### config.mk
export PLATFORM = sky130hd
export DESIGN_NAME = riscv_multicycle_ctrl
export DESIGN_NICKNAME = d
export VERILOG_FILES = /design/src/rtl/riscv_ctrl_pkg.sv /design/src/rtl/riscv_opcode_class.sv /design/src/rtl/riscv_multicycle_ctrl.sv
export SDC_FILE = /design/constraint.sdc
export NUM_CORES = 1
export LEC_CHECK = 0
export CAP_MARGIN = 20
export CORE_UTILIZATION = 40
export CTS_BUF_LIST = sky130_fd_sc_hd__clkbuf_8
export CTS_CLUSTER_SIZE = 40
export DETAILED_ROUTE_END_ITERATION = 8
export PLACE_DENSITY = 0.76
export SLEW_MARGIN = 20
export SYNTH_ARGS = -nofsm -noshare
export SYNTH_HDL_FRONTEND = slang
export SYNTH_SLANG_ARGS = --single-unit
### constraint.sdc
create_clock -name clk -period 3.7 [get_ports clk]
set_clock_uncertainty 0.1 [all_clocks]
set_input_delay 0.74 -clock clk [delete_from_list [all_inputs] [get_ports clk]]
set_output_delay 0.74 -clock clk [all_outputs]
set_load 0.02 [all_outputs]
### src/rtl/riscv_ctrl_pkg.sv
// rtl/riscv_ctrl_pkg.sv - state encoding, opcodes and mux/ALU encodings for the multicycle control FSM
package riscv_ctrl_pkg;

  typedef enum logic [3:0] {
    S_FETCH   = 4'd0,
    S_DECODE  = 4'd1,
    S_MEMADR  = 4'd2,
    S_MEMRD   = 4'd3,
    S_MEMWB   = 4'd4,
    S_MEMWR   = 4'd5,
    S_EXEC    = 4'd6,
    S_RWB     = 4'd7,
    S_BRANCH  = 4'd8,
    S_EXECI   = 4'd9,
    S_ILLEGAL = 4'd15
  } state_t;

  localparam logic [6:0] OP_LOAD   = 7'b0000011;
  localparam logic [6:0] OP_STORE  = 7'b0100011;
  localparam logic [6:0] OP_RTYPE  = 7'b0110011;
  localparam logic [6:0] OP_ITYPE  = 7'b0010011;
  localparam logic [6:0] OP_BRANCH = 7'b1100011;

  localparam logic [1:0] ALUOP_ADD   = 2'b00;
  localparam logic [1:0] ALUOP_SUB   = 2'b01;
  localparam logic [1:0] ALUOP_FUNCT = 2'b10;

  localparam logic [1:0] SRCA_PC    = 2'b00;
  localparam logic [1:0] SRCA_REG   = 2'b01;
  localparam logic [1:0] SRCA_OLDPC = 2'b10;

  localparam logic [1:0] SRCB_REG   = 2'b00;
  localparam logic [1:0] SRCB_FOUR  = 2'b01;
  localparam logic [1:0] SRCB_IMM   = 2'b10;
  localparam logic [1:0] SRCB_BRIMM = 2'b11;

  // True on the cycle whose transition completes an instruction.
  function automatic logic retires(state_t s, logic mem_ok);
    case (s)
      S_MEMWB, S_RWB, S_BRANCH: return 1'b1;
      S_MEMWR:                  return mem_ok;
      default:                  return 1'b0;
    endcase
  endfunction

endpackage

### src/rtl/riscv_opcode_class.sv
// rtl/riscv_opcode_class.sv - classifies the current instruction into the FSM's dispatch groups
module riscv_opcode_class
  import riscv_ctrl_pkg::*;
(
  input  logic [31:0] IR,
  output logic        is_ld,
  output logic        is_sd,
  output logic        is_r,
  output logic        is_i,
  output logic        is_beq,
  output logic        is_bad
);

  logic [6:0] opcode;
  logic [2:0] funct3;
  logic       unused_ir_bits;

  assign opcode = IR[6:0];
  assign funct3 = IR[14:12];
  assign unused_ir_bits = ^{IR[31:15], IR[11:7]};

  assign is_ld  = (opcode == OP_LOAD);
  assign is_sd  = (opcode == OP_STORE);
  assign is_r   = (opcode == OP_RTYPE);
  assign is_i   = (opcode == OP_ITYPE);
  // Only beq is implemented; other branch funct3 values trap.
  assign is_beq = (opcode == OP_BRANCH) && (funct3 == 3'b000);
  assign is_bad = ~(is_ld | is_sd | is_r | is_i | is_beq);

endmodule

### src/rtl/riscv_multicycle_ctrl.sv
// rtl/riscv_multicycle_ctrl.sv - Moore control FSM sequencing fetch/decode/execute/mem/writeback
module riscv_multicycle_ctrl
  import riscv_ctrl_pkg::*;
#(
  parameter int CNT_W       = 32,
  parameter bit MEM_WAIT_EN = 1'b1
) (
  input  logic             clk,
  input  logic             reset,
  input  logic [31:0]      IR,
  input  logic             Zero,
  input  logic             mem_ready,
  output logic             PCWrite,
  output logic             PCWriteCond,
  output logic             IorD,
  output logic             MemRead,
  output logic             MemWrite,
  output logic             IRWrite,
  output logic             MemtoReg,
  output logic             RegWrite,
  output logic             PCSource,
  output logic [1:0]       ALUSrcA,
  output logic [1:0]       ALUSrcB,
  output logic [1:0]       ALUOp,
  output logic [3:0]       stateNum,
  output logic             illegal,
  output logic [CNT_W-1:0] retired
);

  state_t state, next_state;
  logic   is_ld, is_sd, is_r, is_i, is_beq, is_bad;
  logic   mem_ok, retire_now, unused_zero;

  riscv_opcode_class u_class (
    .IR    (IR),
    .is_ld (is_ld),
    .is_sd (is_sd),
    .is_r  (is_r),
    .is_i  (is_i),
    .is_beq(is_beq),
    .is_bad(is_bad)
  );

  // Zero is combined with PCWriteCond in the datapath, not here.
  assign unused_zero = Zero;
  assign mem_ok      = MEM_WAIT_EN ? mem_ready : 1'b1;
  assign retire_now  = retires(state, mem_ok);
  assign stateNum    = reset ? 4'd0 : state;

  always_ff @(posedge clk) begin
    if (reset) begin
      state   <= S_FETCH;
      retired <= '0;
      illegal <= 1'b0;
    end else begin
      state <= next_state;
      if (retire_now) retired <= retired + CNT_W'(1);
      if (next_state == S_ILLEGAL) illegal <= 1'b1;
    end
  end

  always_comb begin
    next_state  = state;
    PCWrite     = 1'b0;
    PCWriteCond = 1'b0;
    IorD        = 1'b0;
    MemRead     = 1'b0;
    MemWrite    = 1'b0;
    IRWrite     = 1'b0;
    MemtoReg    = 1'b0;
    RegWrite    = 1'b0;
    PCSource    = 1'b0;
    ALUSrcA     = SRCA_PC;
    ALUSrcB     = SRCB_REG;
    ALUOp       = ALUOP_ADD;
    if (!reset) begin
      case (state)
        S_FETCH: begin
          MemRead = 1'b1;
          ALUSrcB = SRCB_FOUR;
          // IR/PC latch only on the completing cycle so a stall never double-increments.
          IRWrite = mem_ok;
          PCWrite = mem_ok;
          if (mem_ok) next_state = S_DECODE;
        end
        S_DECODE: begin
          ALUSrcA = SRCA_OLDPC;
          ALUSrcB = SRCB_BRIMM;
          if (is_bad)              next_state = S_ILLEGAL;
          else if (is_ld || is_sd) next_state = S_MEMADR;
          else if (is_r)           next_state = S_EXEC;
          else if (is_i)           next_state = S_EXECI;
          else                     next_state = S_BRANCH;
        end
        S_MEMADR: begin
          ALUSrcA    = SRCA_REG;
          ALUSrcB    = SRCB_IMM;
          next_state = is_ld ? S_MEMRD : S_MEMWR;
        end
        S_MEMRD: begin
          MemRead = 1'b1;
          IorD    = 1'b1;
          if (mem_ok) next_state = S_MEMWB;
        end
        S_MEMWB: begin
          RegWrite   = 1'b1;
          MemtoReg   = 1'b1;
          next_state = S_FETCH;
        end
        S_MEMWR: begin
          MemWrite = 1'b1;
          IorD     = 1'b1;
          if (mem_ok) next_state = S_FETCH;
        end
        S_EXEC: begin
          ALUSrcA    = SRCA_REG;
          ALUSrcB    = SRCB_REG;
          ALUOp      = ALUOP_FUNCT;
          next_state = S_RWB;
        end
        S_EXECI: begin
          ALUSrcA    = SRCA_REG;
          ALUSrcB    = SRCB_IMM;
          ALUOp      = ALUOP_FUNCT;
          next_state = S_RWB;
        end
        S_RWB: begin
          RegWrite   = 1'b1;
          next_state = S_FETCH;
        end
        S_BRANCH: begin
          ALUSrcA     = SRCA_REG;
          ALUSrcB     = SRCB_REG;
          ALUOp       = ALUOP_SUB;
          PCWriteCond = 1'b1;
          PCSource    = 1'b1;
          next_state  = S_FETCH;
        end
        default: next_state = S_ILLEGAL;
      endcase
    end
  end

endmodule

======== Word level (Yosys, flattened, before mapping) ========
Cells that the tools add are included.
cells by class
  add/subtract/negate cells ............... 1
  eq/ne operators ......................... 15
  muxes and demuxes ....................... 32
  bitwise gates (word level) .............. 4
  reduce and logical (&&, ||, !) cells .... 11
operator list
  cell                                           number
  adder 32 x 1 -> 32 bit, second input constant  1
  two-way mux 4 bit                              8
  one-hot mux 4 bit (7 select lines)             1
  == test 4 x 3 -> 1 bit, second input constant  4
  two-way mux 1 bit                              15
  == test 7 x 6 -> 1 bit, second input constant  2
  == test 4 bit, second input constant           3
  OR reduction 2 bit                             5
  == test 4 x 2 -> 1 bit, second input constant  2
  one-hot mux 2 bit (2 select lines)             2
  == test 7 x 2 -> 1 bit, second input constant  1
  == test 7 x 5 -> 1 bit, second input constant  1
  == test 7 bit, second input constant           1
  two-way mux 2 bit                              3
  one-hot mux 2 bit (3 select lines)             1
  == test 4 x 1 -> 1 bit, second input constant  1
  logical NOT 4 bit                              1
  OR 1 bit                                       4
  OR reduction 4 bit                             1
  logical NOT 3 bit                              1
  two-way mux 3 bit                              1
  OR reduction 3 bit                             1
  one-hot mux 1 bit (2 select lines)             1
  logical AND 1 bit                              1
  logical OR 1 bit                               1
storage, ports and cells
  bits in registers ....................... 37
  input bits .............................. 36
  output and inout port bits .............. 52
  logic and storage cells ................. 66

======== Longest topological paths before layout ========
  word-level depth ........................ 9
  depth in mapped cells ................... 6
  gate-level depth less buffers ........... 6

======== Modules after synthesis ========
A second synthesis with hierarchy kept.
second synthesis, totals
  cells, all modules ...................... 274
  area total of the unflattened synthesis .. 2165.8 um^2
modules (own cells, without submodules)
  module                 instances  cells each  area an instance (um^2)  seq. area each (um^2)
  riscv_multicycle_ctrl  1          262         2084.5                   740.7
  riscv_opcode_class     1          12          81.3                     0.0

======== Least setup slack after synthesis ========
No wires, ideal clock.
  path type ............................... input -> output
  start ................................... input reset
  end ..................................... output ALUOp[0]
  arrival ................................. 2.036 ns
  data required time ...................... 2.860 ns
  slack ................................... 0.824 ns
  stages .................................. 3
  path buffers ............................ 2
  cell sequence ........................... clkbuf_1 nor4_1 buf_4
between the ends
  longest elaborated chain between the ends .. 1
RTL lines
  what               line                         source
  from (decl)        riscv_multicycle_ctrl.sv:9   input logic reset,
  two-way mux 2 bit  riscv_multicycle_ctrl.sv:76  if (!reset) begin
  to (decl)          riscv_multicycle_ctrl.sv:24  output logic [1:0] ALUOp,
Every way passes these cells.

======== Final worst setup path ========
Same ends and word-level chain as after synthesis.

==> results by group <==
Status
  – Run status: completed

Synthesis
  – Top FF cell, synth: dfxtp_1
  – Syn_nets: approximately 310
  – Yosys warning total: 0
  – Post-Syn Area: ~2100 um2
  – Post-synth ARST share: 0
  – Number of synthesized flops with an enable pin: 0
  – Synth top area share: 0.349
  – Netlist cell types: 40
  – Synth area leader: dfxtp_1
  – Count leader, synth: dfxtp_1
  – Flops & latches, synth: 37
  – Synth area leaders: dfxtp_1, xor2_1, nand4_1, nor2_1, o21ai_0
  – Mapped Cells: 274
  – Syn avg cell area: 7.74 um2
  – Seq/Total Area, Yosys: 0.349
  – Top post-synthesis cells by count: dfxtp_1, nor2_1, o21ai_0

Placed design
  – Gpl congestion: approximately 0.8
  – Quantity of I/O buffers inserted on ports: 64
  – DP Area: ~2800 um2
  – DP HPWL: approximately 3.8 mm

Worst setup path
  – Required @ worst endpoint: roughly 2.9 ns
  – Reg2reg setup slack: 1.00 ns
  – FF-to-FF path depth: 6
  – R2R Path End: retired[25]
  – CP bufs+invs: 2
  – R2r startpoint: state[2]
  – CP Depth: 3
  – Crit path capture type: primary output
  – CP startpoint kind: input port
  – CP cell instances: clkdlybuf4s50_1 -> nor4_1 -> clkdlybuf4s50_1
  – Crit. Startpoint: reset
  – CP Class: in2out
  – Crit-path max cell delay: approximately 0.71 ns
  – CP Max Fanout: 7
  – Slowest-stage cell, CP: clkdlybuf4s50_1
  – Delay-heaviest family, CP: buffers and inverters
  – Worst Setup EP: ALUOp[0]
  – Arr. time, crit path: about 2.4 ns
  – Most numerous cell on the critical path: clkdlybuf4s50_1

Clocking
  – Total clock sinks: 37
  – Clock tree from TritonCTS: built
  – Post-CTS Resized: 0
  – Setup bufs post-CTS: 0
  – Clock latency on the worst-skew pair: about 0.28 ns
  – CTS Hold Buffers Added: 0
  – Inserted Clock Buffers: 5
  – CTS root buf: clkbuf_8
  – # H-tree levels: 2
  – Clk pin slew, worst setup/hold paths: approximately 0.060 ns
  – CTS Buffer Depth: 2

Die
  – IO Count: 88
  – DIE WIDTH: between 70 and 80 um
  – DIE AREA: around 5600 um2
  – Core footprint: around 5100 um2
  – Initial core utilization: 0.415
  – Chip height: 74.8 um
  – # rows: 26

Global route
  – Largest net degree at the start of global routing: 24
  – Initial antenna violation count: 0
  – First-pass GRT wire length: around 8.5 mm
  – GR Overflow Total: 0
  – Vias in the first global route: roughly 2000
  – Total GRT Usage: 0.192

Power
  – Power Density: ~430 nW/um2
  – Combinational share of power: 0.385
  – Switching share of total power: 0.362
  – Clk pwr share: 0.222
  – Sequential power share: 0.393
  – Cell Int Power: roughly 0.00080 W
  – Peak supply drop: about 0.25 mV
  – Static leakage: ~0.94 nW
  – P_sw: between 0.0004 and 0.0005 W

Cells and area
  – Ant diodes: 0
  – Multi-input logic area: 1270 um2
  – Design area: 2890 um2
  – Final Util: 0.566
  – Final net count: roughly 370
  – FF/Latch Area: 741 um2
  – Synth-to-layout area growth: 36.3%
  – Share of cells above drive strength 1: 0.0361
  – Fillers: roughly 500

Timing
  – Slew HR: 0.435
  – # setup viols final: 0
  – RSZ-0062 raised after global routing: no
  – Post-route minimum period: between 3 and 4 ns
  – Slew @ Worst Pin: 0.840 ns
  – Fin. max-slew vios: 0
  – Max Clock Freq: between 0.3 and 0.4 GHz
  – Final period util: 0.883
  – Final hold vios: 0
  – TNS Setup: 0 ns

Routing
  – DRC Markers: 0
  – Total Wirelength: between 5 and 6 mm
  – Wire per inst: 12.8 um
  – Routed vias/inst: 5.42
  – Via count: approximately 2200
  – Post-route ant nets: 0
  – Drt pass-1 iters: 4
  – 1st-iter DRT viols: about 120

Hold path
  – Hold Crit Class: reg2reg

Job
  – Max_cap viols: 0
==> power by group through the flow <==
stage | combinational [W] | sequential [W] | clock [W]
floorplan | 0.000350 | 0.000470 | 0
global placement | 0.000479 | 0.000502 | 0
CTS | 0.000485 | 0.000493 | 0.000287
global route | 0.000515 | 0.000505 | 0.000306
finish | 0.000482 | 0.000492 | 0.000278
detailed placement | 0.000482 | 0.000502 | 0
==> metal layers <==
metal | share of wire | vias up | routed length [um] | global-route usage
li1 | - | 1108 | - | -
met1 | 0.48 | 1021 | 2460 | 0.246
met2 | 0.48 | 46 | 2440 | 0.323
met3 | 0.041 | 2 | 210 | 0.0482
met4 | 0.0025 | 0 | 13 | 0.0461
met5 | 0 | - | 0 | 0
==> worst reg2reg max path, cell delays in order (launching register included) <==
cell and delay, ns:
dfxtp_1 0.56, nand2b_1 0.25, a2111oi_4 0.50, buf_4 0.29, nand4_1 0.35, or3_1 0.46, a21oi_1 0.14
==> state kept, by name (all words and copies together), names as in the netlist <==
register and cells:
retired 32, state 4, illegal 1
==> stage by stage <==
step,setup slack (ns),std cells,power [W],hold WS [ns]
CTS,0.427,402,0.00126,0.397
global placement,0.436,395,0.000981,0.373
global route,0.321,402,0.00133,0.403
floorplan,0.824,274,0.000820,0.458
detailed placement,0.411,395,0.000984,0.368
finish,0.433,402,0.00125,0.397
==> area by class of cell <==
class	count	share of cell area
clock buffers	6	0.0286
clock inverters	1	0.00130
inverters	8	0.0104
multi-input cells	212	0.441
flip-flops and latches	37	0.256
well taps	70	0.0303
repair buffers	68	0.232
==> placed cells by master, fill, tap and decap left out, types with 2 or more instances in the layout <==
cell,count
buf_4,4
nor4_1,6
or3_1,13
or4_1,5
and4_1,2
xnor2_1,4
nor2b_1,6
nand2_1,18
o22a_1,2
nand3_1,8
and3_1,7
and2_1,5
o31ai_1,6
nor3b_1,4
o21ai_0,19
a21oi_1,17
inv_1,9
clkbuf_8,6
nor3_1,8
xor2_1,13
a211oi_1,2
nand4_1,18
clkdlybuf4s50_1,64
a31oi_1,2
dfxtp_1,37
nor2_1,28
nand2b_1,6
==> worst min-delay path by stage <==
stage,start,end,slack (ns),cells past startpoint
2_1_floorplan,retired[31],retired[31],0.46,2
3_3_place_gp,retired[31],retired[31],0.37,2
3_5_place_dp,illegal,illegal,0.37,1
4_1_cts,illegal,illegal,0.40,1
5_1_grt,illegal,illegal,0.40,1
6_report,illegal,illegal,0.40,1
==> logic make-up after synthesis <==
| logic type | Yosys count | share of synthesized area |
|---|---|---|
| DFF | 37 | 0.349 |
| buffers and inverters | 25 | 0.0496 |
| xor gates and xnor gates | 17 | 0.0702 |
| muxes | 1 | 0.00472 |
| adders and majority gates | 1 | 0.00590 |
| and+or+nand+nor | 139 | 0.360 |
| AOI/OAI and AO/OA | 54 | 0.160 |
(Power assumes the default switching activity.)
